File: src/rtl/seq_pattern_gen.sv
// seq_pattern_gen
//   Serial stimulus source for a 1001/010 sequence detector. A parallel
//   pattern is accepted over a valid/ready port and shifted out LSB-first,
//   one bit per clock. Alongside the stream, overlapping 1001 and 010
//   matches are counted so a bench knows how many detector hits to expect.
//
// Parameters
//   WIDTH  max pattern length in bits
//   LEN_W  width of load_len (must hold WIDTH)
//   GAP    idle cycles after each frame (0 = none)
//   CNT_W  width of the saturating exp_cnt
//
// Ports
//   clk         rising-edge clock
//   rst         synchronous reset, active-high
//   loop        (SEQ_GEN_LOOP_EN only) re-emit pattern; sampled on last bit
//   load_valid  pattern offered
//   load_ready  generator idle, pattern will be taken
//   load_data   pattern, bit 0 emitted first
//   load_len    bits to emit; 0 or >WIDTH means WIDTH
//   out_bit     serial data bit
//   out_valid   out_bit is a frame bit this cycle
//   done        pulse coincident with the last frame bit
//   exp_hit     out_bit completes a 1001 or 010 match
//   exp_cnt     running match count for the current frame (saturating)
//
// Build option
//   SEQ_GEN_LOOP_EN  adds the loop input and back-to-back frame repetition.

module seq_pattern_gen #(
  parameter int unsigned WIDTH = 16,
  parameter int unsigned LEN_W = 5,
  parameter int unsigned GAP   = 2,
  parameter int unsigned CNT_W = 8
) (
  input  logic             clk,
  input  logic             rst,
`ifdef SEQ_GEN_LOOP_EN
  input  logic             loop,
`endif
  input  logic             load_valid,
  output logic             load_ready,
  input  logic [WIDTH-1:0] load_data,
  input  logic [LEN_W-1:0] load_len,
  output logic             out_bit,
  output logic             out_valid,
  output logic             done,
  output logic             exp_hit,
  output logic [CNT_W-1:0] exp_cnt
);

  localparam int unsigned GAP_W = (GAP > 1) ? $clog2(GAP) : 1;

  typedef enum logic [1:0] {
    S_IDLE,
    S_SHIFT,
    S_GAP
  } state_t;

  state_t             state_q, state_n;
  logic [WIDTH-1:0]   data_q, data_n;
  logic [WIDTH-1:0]   sreg_q, sreg_n;
  logic [LEN_W-1:0]   len_q, len_n;
  logic [LEN_W-1:0]   idx_q, idx_n;
  logic [GAP_W-1:0]   gcnt_q, gcnt_n;
  logic [2:0]         hist_q, hist_n;
  logic [1:0]         hlen_q, hlen_n;
  logic               loop_q, loop_n;
  logic               ready_q, ready_n;
  logic               out_bit_q, out_bit_n;
  logic               out_valid_q, out_valid_n;
  logic               done_q, done_n;
  logic               exp_hit_q, exp_hit_n;
  logic [CNT_W-1:0]   exp_cnt_q, exp_cnt_n;

  logic               loop_in;
  logic [LEN_W-1:0]   len_eff;

`ifdef SEQ_GEN_LOOP_EN
  assign loop_in = loop;
`else
  assign loop_in = 1'b0;
`endif

  assign len_eff = ((load_len == '0) || (load_len > LEN_W'(WIDTH))) ? LEN_W'(WIDTH) : load_len;

  // Emission is funnelled through one block below: each branch only picks
  // the bit to send and whether match history starts fresh.
  logic               emit, fresh, restart, ebit, hit;
  logic [2:0]         hb;
  logic [1:0]         hl;
  logic [CNT_W-1:0]   cb;

  always_comb begin
    state_n     = state_q;
    data_n      = data_q;
    sreg_n      = sreg_q;
    len_n       = len_q;
    idx_n       = idx_q;
    gcnt_n      = gcnt_q;
    hist_n      = hist_q;
    hlen_n      = hlen_q;
    loop_n      = loop_q;
    exp_cnt_n   = exp_cnt_q;
    ready_n     = 1'b0;
    out_bit_n   = 1'b0;
    out_valid_n = 1'b0;
    done_n      = 1'b0;
    exp_hit_n   = 1'b0;
    emit        = 1'b0;
    fresh       = 1'b0;
    restart     = 1'b0;
    ebit        = 1'b0;
    hit         = 1'b0;
    hb          = '0;
    hl          = '0;
    cb          = '0;

    case (state_q)
      S_IDLE: begin
        ready_n = 1'b1;
        if (load_valid && ready_q) begin
          data_n  = load_data;
          len_n   = len_eff;
          sreg_n  = load_data >> 1;
          ebit    = load_data[0];
          idx_n   = LEN_W'(1);
          done_n  = (len_eff == LEN_W'(1));
          emit    = 1'b1;
          fresh   = 1'b1;
          ready_n = 1'b0;
          state_n = S_SHIFT;
        end
      end
      S_SHIFT: begin
        // idx counts bits already sent; equality means this cycle holds the last one.
        if (idx_q == len_q) begin
          loop_n = loop_in;
          if (GAP > 0) begin
            state_n = S_GAP;
            gcnt_n  = GAP_W'(GAP - 1);
          end else if (loop_in) begin
            restart = 1'b1;
          end else begin
            state_n = S_IDLE;
            ready_n = 1'b1;
          end
        end else begin
          ebit   = sreg_q[0];
          sreg_n = sreg_q >> 1;
          idx_n  = idx_q + LEN_W'(1);
          done_n = ((idx_q + LEN_W'(1)) == len_q);
          emit   = 1'b1;
        end
      end
      S_GAP: begin
        if (gcnt_q == '0) begin
          if (loop_q) begin
            restart = 1'b1;
          end else begin
            state_n = S_IDLE;
            ready_n = 1'b1;
          end
        end else begin
          gcnt_n = gcnt_q - GAP_W'(1);
        end
      end
      default: state_n = S_IDLE;
    endcase

    // Looped frames replay the captured pattern but keep history and count.
    if (restart) begin
      ebit    = data_q[0];
      sreg_n  = data_q >> 1;
      idx_n   = LEN_W'(1);
      done_n  = (len_q == LEN_W'(1));
      emit    = 1'b1;
      state_n = S_SHIFT;
    end

    // hlen gates the match so cleared history never forms a false 010/1001.
    if (emit) begin
      hb  = fresh ? 3'b000 : hist_q;
      hl  = fresh ? 2'd0 : hlen_q;
      cb  = fresh ? '0 : exp_cnt_q;
      hit = ((hl == 2'd3) && (hb == 3'b100) && ebit) ||
            ((hl >= 2'd2) && (hb[1:0] == 2'b01) && !ebit);
      out_valid_n = 1'b1;
      out_bit_n   = ebit;
      exp_hit_n   = hit;
      exp_cnt_n   = (hit && (cb != '1)) ? cb + CNT_W'(1) : cb;
      hist_n      = {hb[1:0], ebit};
      hlen_n      = (hl == 2'd3) ? 2'd3 : hl + 2'd1;
    end
  end

  always_ff @(posedge clk) begin
    if (rst) begin
      state_q     <= S_IDLE;
      data_q      <= '0;
      sreg_q      <= '0;
      len_q       <= '0;
      idx_q       <= '0;
      gcnt_q      <= '0;
      hist_q      <= '0;
      hlen_q      <= '0;
      loop_q      <= 1'b0;
      ready_q     <= 1'b0;
      out_bit_q   <= 1'b0;
      out_valid_q <= 1'b0;
      done_q      <= 1'b0;
      exp_hit_q   <= 1'b0;
      exp_cnt_q   <= '0;
    end else begin
      state_q     <= state_n;
      data_q      <= data_n;
      sreg_q      <= sreg_n;
      len_q       <= len_n;
      idx_q       <= idx_n;
      gcnt_q      <= gcnt_n;
      hist_q      <= hist_n;
      hlen_q      <= hlen_n;
      loop_q      <= loop_n;
      ready_q     <= ready_n;
      out_bit_q   <= out_bit_n;
      out_valid_q <= out_valid_n;
      done_q      <= done_n;
      exp_hit_q   <= exp_hit_n;
      exp_cnt_q   <= exp_cnt_n;
    end
  end

  assign load_ready = ready_q;
  assign out_bit    = out_bit_q;
  assign out_valid  = out_valid_q;
  assign done       = done_q;
  assign exp_hit    = exp_hit_q;
  assign exp_cnt    = exp_cnt_q;

endmodule

File: config.mk
export PLATFORM = sky130hd
export DESIGN_NAME = seq_pattern_gen
export DESIGN_NICKNAME = d
export VERILOG_FILES = /design/src/rtl/seq_pattern_gen.sv
export SDC_FILE = /design/constraint.sdc
export NUM_CORES = 1
export LEC_CHECK = 0
export ABC_CLOCK_PERIOD_IN_PS = 5800
export CORE_MARGIN = 2
export CORE_UTILIZATION = 53
export DETAILED_ROUTE_END_ITERATION = 12
export GPL_TIMING_DRIVEN = 0
export PLACE_DENSITY = 0.87
export SETUP_SLACK_MARGIN = 0.2
export SLEW_MARGIN = 20
export SYNTH_ARGS = -nofsm -noshare
export SYNTH_HDL_FRONTEND = slang
export SYNTH_SLANG_ARGS = --single-unit
File: constraint.sdc
create_clock -name clk -period 5.8 [get_ports clk]
set_input_delay 0.58 -clock clk [delete_from_list [all_inputs] [get_ports clk]]
set_output_delay 0.58 -clock clk [all_outputs]
set_load 0.005 [all_outputs]
-- Yosys cells after proc, flatten, opt, wreduce, memory -nomap -nowiden
Cells that the tools add are included.
- register bits after elaboration: 47
- input port bits: 24
- output and inout bits: 13
- add/sub/neg operators: 4
- order comparisons: 2
- equality and inequality tests: 13
- muxes and demuxes: 33
- bitwise gates (word level): 1
- reduce and logical (&&, ||, !) cells: 20
- operators with widths (operator ; number):
    2-to-1 mux 16 bit ; 2
    one-hot mux 16 bit (2 select lines) ; 1
    2-to-1 mux 8 bit ; 2
    2-to-1 mux 5 bit ; 3
    2-to-1 mux 1 bit ; 12
    equality test 5 bit ; 2
    2-to-1 mux 2 bit ; 5
    one-hot mux 1 bit (2 select lines) ; 5
    one-hot mux 5 bit (2 select lines) ; 1
    AND reduction 3 bit ; 3
    adder 8 x 1 -> 8 bit, second input constant ; 1
    != test 2 bit, second input constant ; 4
    != test 8 bit, second input constant ; 1
    logical AND 1 bit ; 6
    one-hot mux 2 bit (3 select lines) ; 1
    adder 5 x 1 -> 5 bit, second input constant ; 1
    equality test 5 x 1 -> 1 bit, second input constant ; 1
    greater-than comparator 5 bit, second input constant ; 1
    zero test 5 bit ; 1
    equality test 2 x 1 -> 1 bit, second input constant ; 2
    equality test 2 bit, second input constant ; 2
    AND reduction 2 bit ; 2
    nonzero test 2 bit ; 2
    equality test 3 bit, second input constant ; 1
    other kinds (10) ; 11

-- Logic depth before layout (Yosys ltp)
- depth after elaboration: 10
- gate-level depth with buffers: 10

-- Least setup slack after synthesis
Ideal clock, no wire load.
- path type: input to register
- start point: input load_valid
- end point: register exp_cnt_q[6], in the netlist exp_cnt[6]
- setup time: 70 ps
- arrival time: 2623 ps
- path slack: 3107 ps
- stages on the path: 10
- buffers on the path: 2
- cell sequence: nor4bb_1 clkbuf_1 nor2b_1 ha_1 nand3_1 nor2_1 a2111o_1 buf_6 or3_1 a21oi_1
- longest elaborated chain between the ends: 10
- elaborated cells on any way between the ends: 23
- those cells by class: add/sub: 1; order compare: 1; eq/ne: 4; mux: 9; reduce/logical: 8
- RTL lines (element ; RTL line ; RTL):
    start: declaration ; 41 ; input logic load_valid,
    logical AND 1 bit * ; 122 ; if (load_valid && ready_q) begin
    parallel branches: the longest is 9 deep, another holds adder 8 x 1 -> 8 bit ; -- ;
    end signal: assignment ; 229 ; exp_cnt_q <= exp_cnt_n;
    end: declaration ; 74 ; logic [CNT_W-1:0] exp_cnt_q, exp_cnt_n;
Mark *: on every way between the ends.
A chain may end at the register's enable or synchronous reset.

-- Worst setup path after layout
- start point: input load_valid
- end point: register exp_cnt_q[7], in the netlist exp_cnt[7]
Same word-level chain as after synthesis.

==> summary.md <==
| Metric | Value |
|---|---|
| Reg area | `a little over 900 sq um` |
| Commonest cells in the netlist | `46 x dfxtp_1, 45 x nand2_1, 21 x a21oi_1` |
| Final instance area | `2680 sq um` |
| Area delta synth->final | `24.0%` |
| Final Cycle Share | `0.579` |
| # diodes | `0` |
| RSZ-0062 raised after global routing | `false` |
| CP Max Fanout | `10` |
| Crit. End Element | `register` |
| Clock transition at path regs | `90 ps` |
| Detail Route Antenna Nets | `0` |
| Via count | `between 2000 and 2500` |
| Max Cap Viol | `0` |
| Vias per inst | `~5.9` |
| Post-CTS Setup Bufs | `0` |
| Top cell type by total area after synthesis | `dfxtp_1` |
| Critical path origin | `load_valid` |
| Synthesized area | `2160 sq um` |
| Yosys cell types | `45` |
| CTS tree | `done` |
| Dpl cell area | `2580 sq um` |
| Count leader, synth | `dfxtp_1` |
| Multiplexer share of the synthesized area | `0.00926` |
| Met2 Wirelength | `2490 um` |
| Die H | `67.9 um` |
| Top layer in use | `met4` |
| Initial antenna violation count | `0` |
| Achievable Freq | `approximately 300 MHz` |
| # DRC | `0` |
| First-pass GRT wire length | `around 8100 um` |
| Placed Instances | `347` |
| Seq cells post-synth | `46` |
| Complex-gate fraction of the synthesized area | `0.184` |
| EDFF count, synth | `0` |
| Fin util | `0.675` |
| Max H-tree Level | `2` |
| Min-delay src | `hist_q[1]` |
| Gr usage total | `0.234` |
| Initial DRC count | `122` |
| FF-to-FF setup slack | `2770 ps` |
| Combinational family with the most area after synthesis | `simple AND/OR/NAND/NOR gates` |
| Port buffer count | `36` |
| CP Capture Point | `exp_cnt[7]` |
| Initial core utilization | `0.544` |
| Simple-gate share of the synthesized area | `0.291` |
| Wire length on met1 | `2300 um` |
| Synth Flop Type | `dfxtp_1` |
| Syn avg cell area | `around 8.3 sq um` |
| Slew Viols, Final | `0` |
| Minimum clock period | `3360 ps` |
| Setup Viol. Count Final | `0` |
| Arr. time, crit path | `3590 ps` |
| Relative slew slack | `0.613` |
| Setup WS post-layout | `about 2400 ps` |
| Gates resized, CTS repair | `0` |
| Reg2reg end | `exp_cnt[7]` |
| CTS buffer count | `5` |
| Drt wl/cell | `14.3 um` |
| Die area | `4600 sq um` |
| Critical R2R Launch | `state_q[0]` |
| Largest net degree at the start of global routing | `15` |
| Layout Nets | `between 300 and 400` |
| Routed WL | `5080 um` |
| Pre-antenna DRT Iters | `4` |
| Clock Sink Count | `46` |
| Longest Clk Path Bufs | `2` |
| Kind of critical path | `in2reg` |
| Top post-synthesis cells by area | `dfxtp_1 43%, nand2_1 7.8%, a311oi_1 6.1%, a21oi_1 4.9%, nor3_1 4.2%` |
| Vias in the first global route | `~1800` |
| GP Congestion | `0.841` |
| Status | `complete, no violations` |
| Adder-cell share of the synthesized area | `0.0174` |
| Total core area | `3970 sq um` |
| Hold Crit Class | `reg2reg` |
| VDD IR-drop max | `157 uV` |
| Post-synthesis net count | `about 290` |
| Root Buffer | `clkbuf_8` |
| Die width | `67.9 um` |
| Share of layout cells above drive strength 1 | `0.0492` |
| Post-synthesis cell count | `261` |
| # rows | `23` |
| CP Launch Type | `input pin` |
| Post-DP HPWL | `3570 um` |
| WP data required | `6030 ps` |
| FILL cells | `around 340` |
| Cell Count, Final, Fillers Out | `355` |
| R2R cell count | `9` |
| Slew at the pin with the worst max-slew slack | `about 580 ps` |
| I/O pins | `37` |
| Hold-fix buffers, CTS | `0` |
| Area of the multi-input gates | `1150 sq um` |
| XOR/XNOR Fraction of Synth Area | `0.0324` |
| Post-synthesis sequential area ratio | `0.426` |
| Final Hold Viols | `0` |
| Max Clock Skew | `13.6 ps` |
| Ys async rst share | `0` |
| Warnings from Yosys | `0` |
| GRT overflow | `0` |
| Post-synth top area share | `0.426` |
| Clock Latency Late Sink | `310 ps` |
| Setup WS pre-CTS | `2180 ps` |
| TNS Setup | `0 ps` |
| DR WL met3 | `~210 um` |
| Leakage | `~0.90 nW` |
| PwrDens | `between 200 and 250 nW/um^2` |
critical path, cell delays in order:
cell and delay, ps:
clkdlybuf4s50_1 500, nor4bb_1 440, clkbuf_1 440, nor2b_1 150
ha_1 270, nand3_1 90, nor2_1 50, a2111o_1 420
or4_1 490, a21oi_1 160
flip-flops by register name (all words and copies together), names as in the netlist, 2 cells and up:
name / count
sreg_q: 15
exp_cnt: 8
state_q: 2
len_q: 5
idx_q: 5
hist_q: 3
hlen_q: 2
where the power goes:
| group | switching [mW] | internal (mW) |
|---|---|---|
| sequential | 0.0136 | 0.333 |
| clock | 0.110 | 0.0959 |
| combinational | 0.0513 | 0.0460 |
worst min path at each step:
stage	end	slack (ps)	cells past startpoint
after floorplan	hist_q[2]	440	2
after global placement	hist_q[2]	450	2
after detailed placement	hist_q[2]	460	2
after CTS	hist_q[2]	470	2
after global routing	len_q[0]	500	2
final	hist_q[2]	470	2
per-stage QoR:
step / total power [mW] / hold slack (ps)
3_5_place_dp: 0.450 / 458
5_1_grt: 0.677 / 500
3_3_place_gp: 0.447 / 449
4_1_cts: 0.650 / 471
6_report: 0.650 / 474
2_1_floorplan: 0.412 / 440
final cells by class:
type                    count  share of cell area
clock buffers               6              0.0308
repair buffers             36               0.135
plain buffers              16              0.0266
inverters                   4             0.00560
well taps                  50              0.0234
multi-input cells         195               0.431
clock inverters             2             0.00467
flip-flops and latches     46               0.344
routing by layer:
metal / GRT usage / vias up
met5: 0 / -
met4: 0.0850 / 0
met3: 0.0395 / 7
met2: 0.422 / 56
met1: 0.278 / 994
li1: - / 1039
logic make-up (layout without fill, tap and decap cells):
family / Yosys count / in the layout
and+or+nand+nor: 124 / 124
AOI/OAI and AO/OA: 58 / 58
DFF: 46 / 46
buffers and inverters: 20 / 64
xor gates and xnor gates: 8 / 8
adders and majority gates: 3 / 3
muxes: 2 / 2
placed cells by master (no fill, tap or decap), drive strengths merged, types with 4 or more instances in the layout:
cell type       n
o21ai           6
nor2           12
inv             4
nand3b          5
a21oi          21
clkdlybuf4s50  36
clkbuf         18
a311oi         15
or3             5
dfxtp          46
or4             4
buf             4
xnor2           6
nor3           18
nand2          45
nand3          12
nor2b           7
No activity file was read; power rests on OpenSTA's default activity.
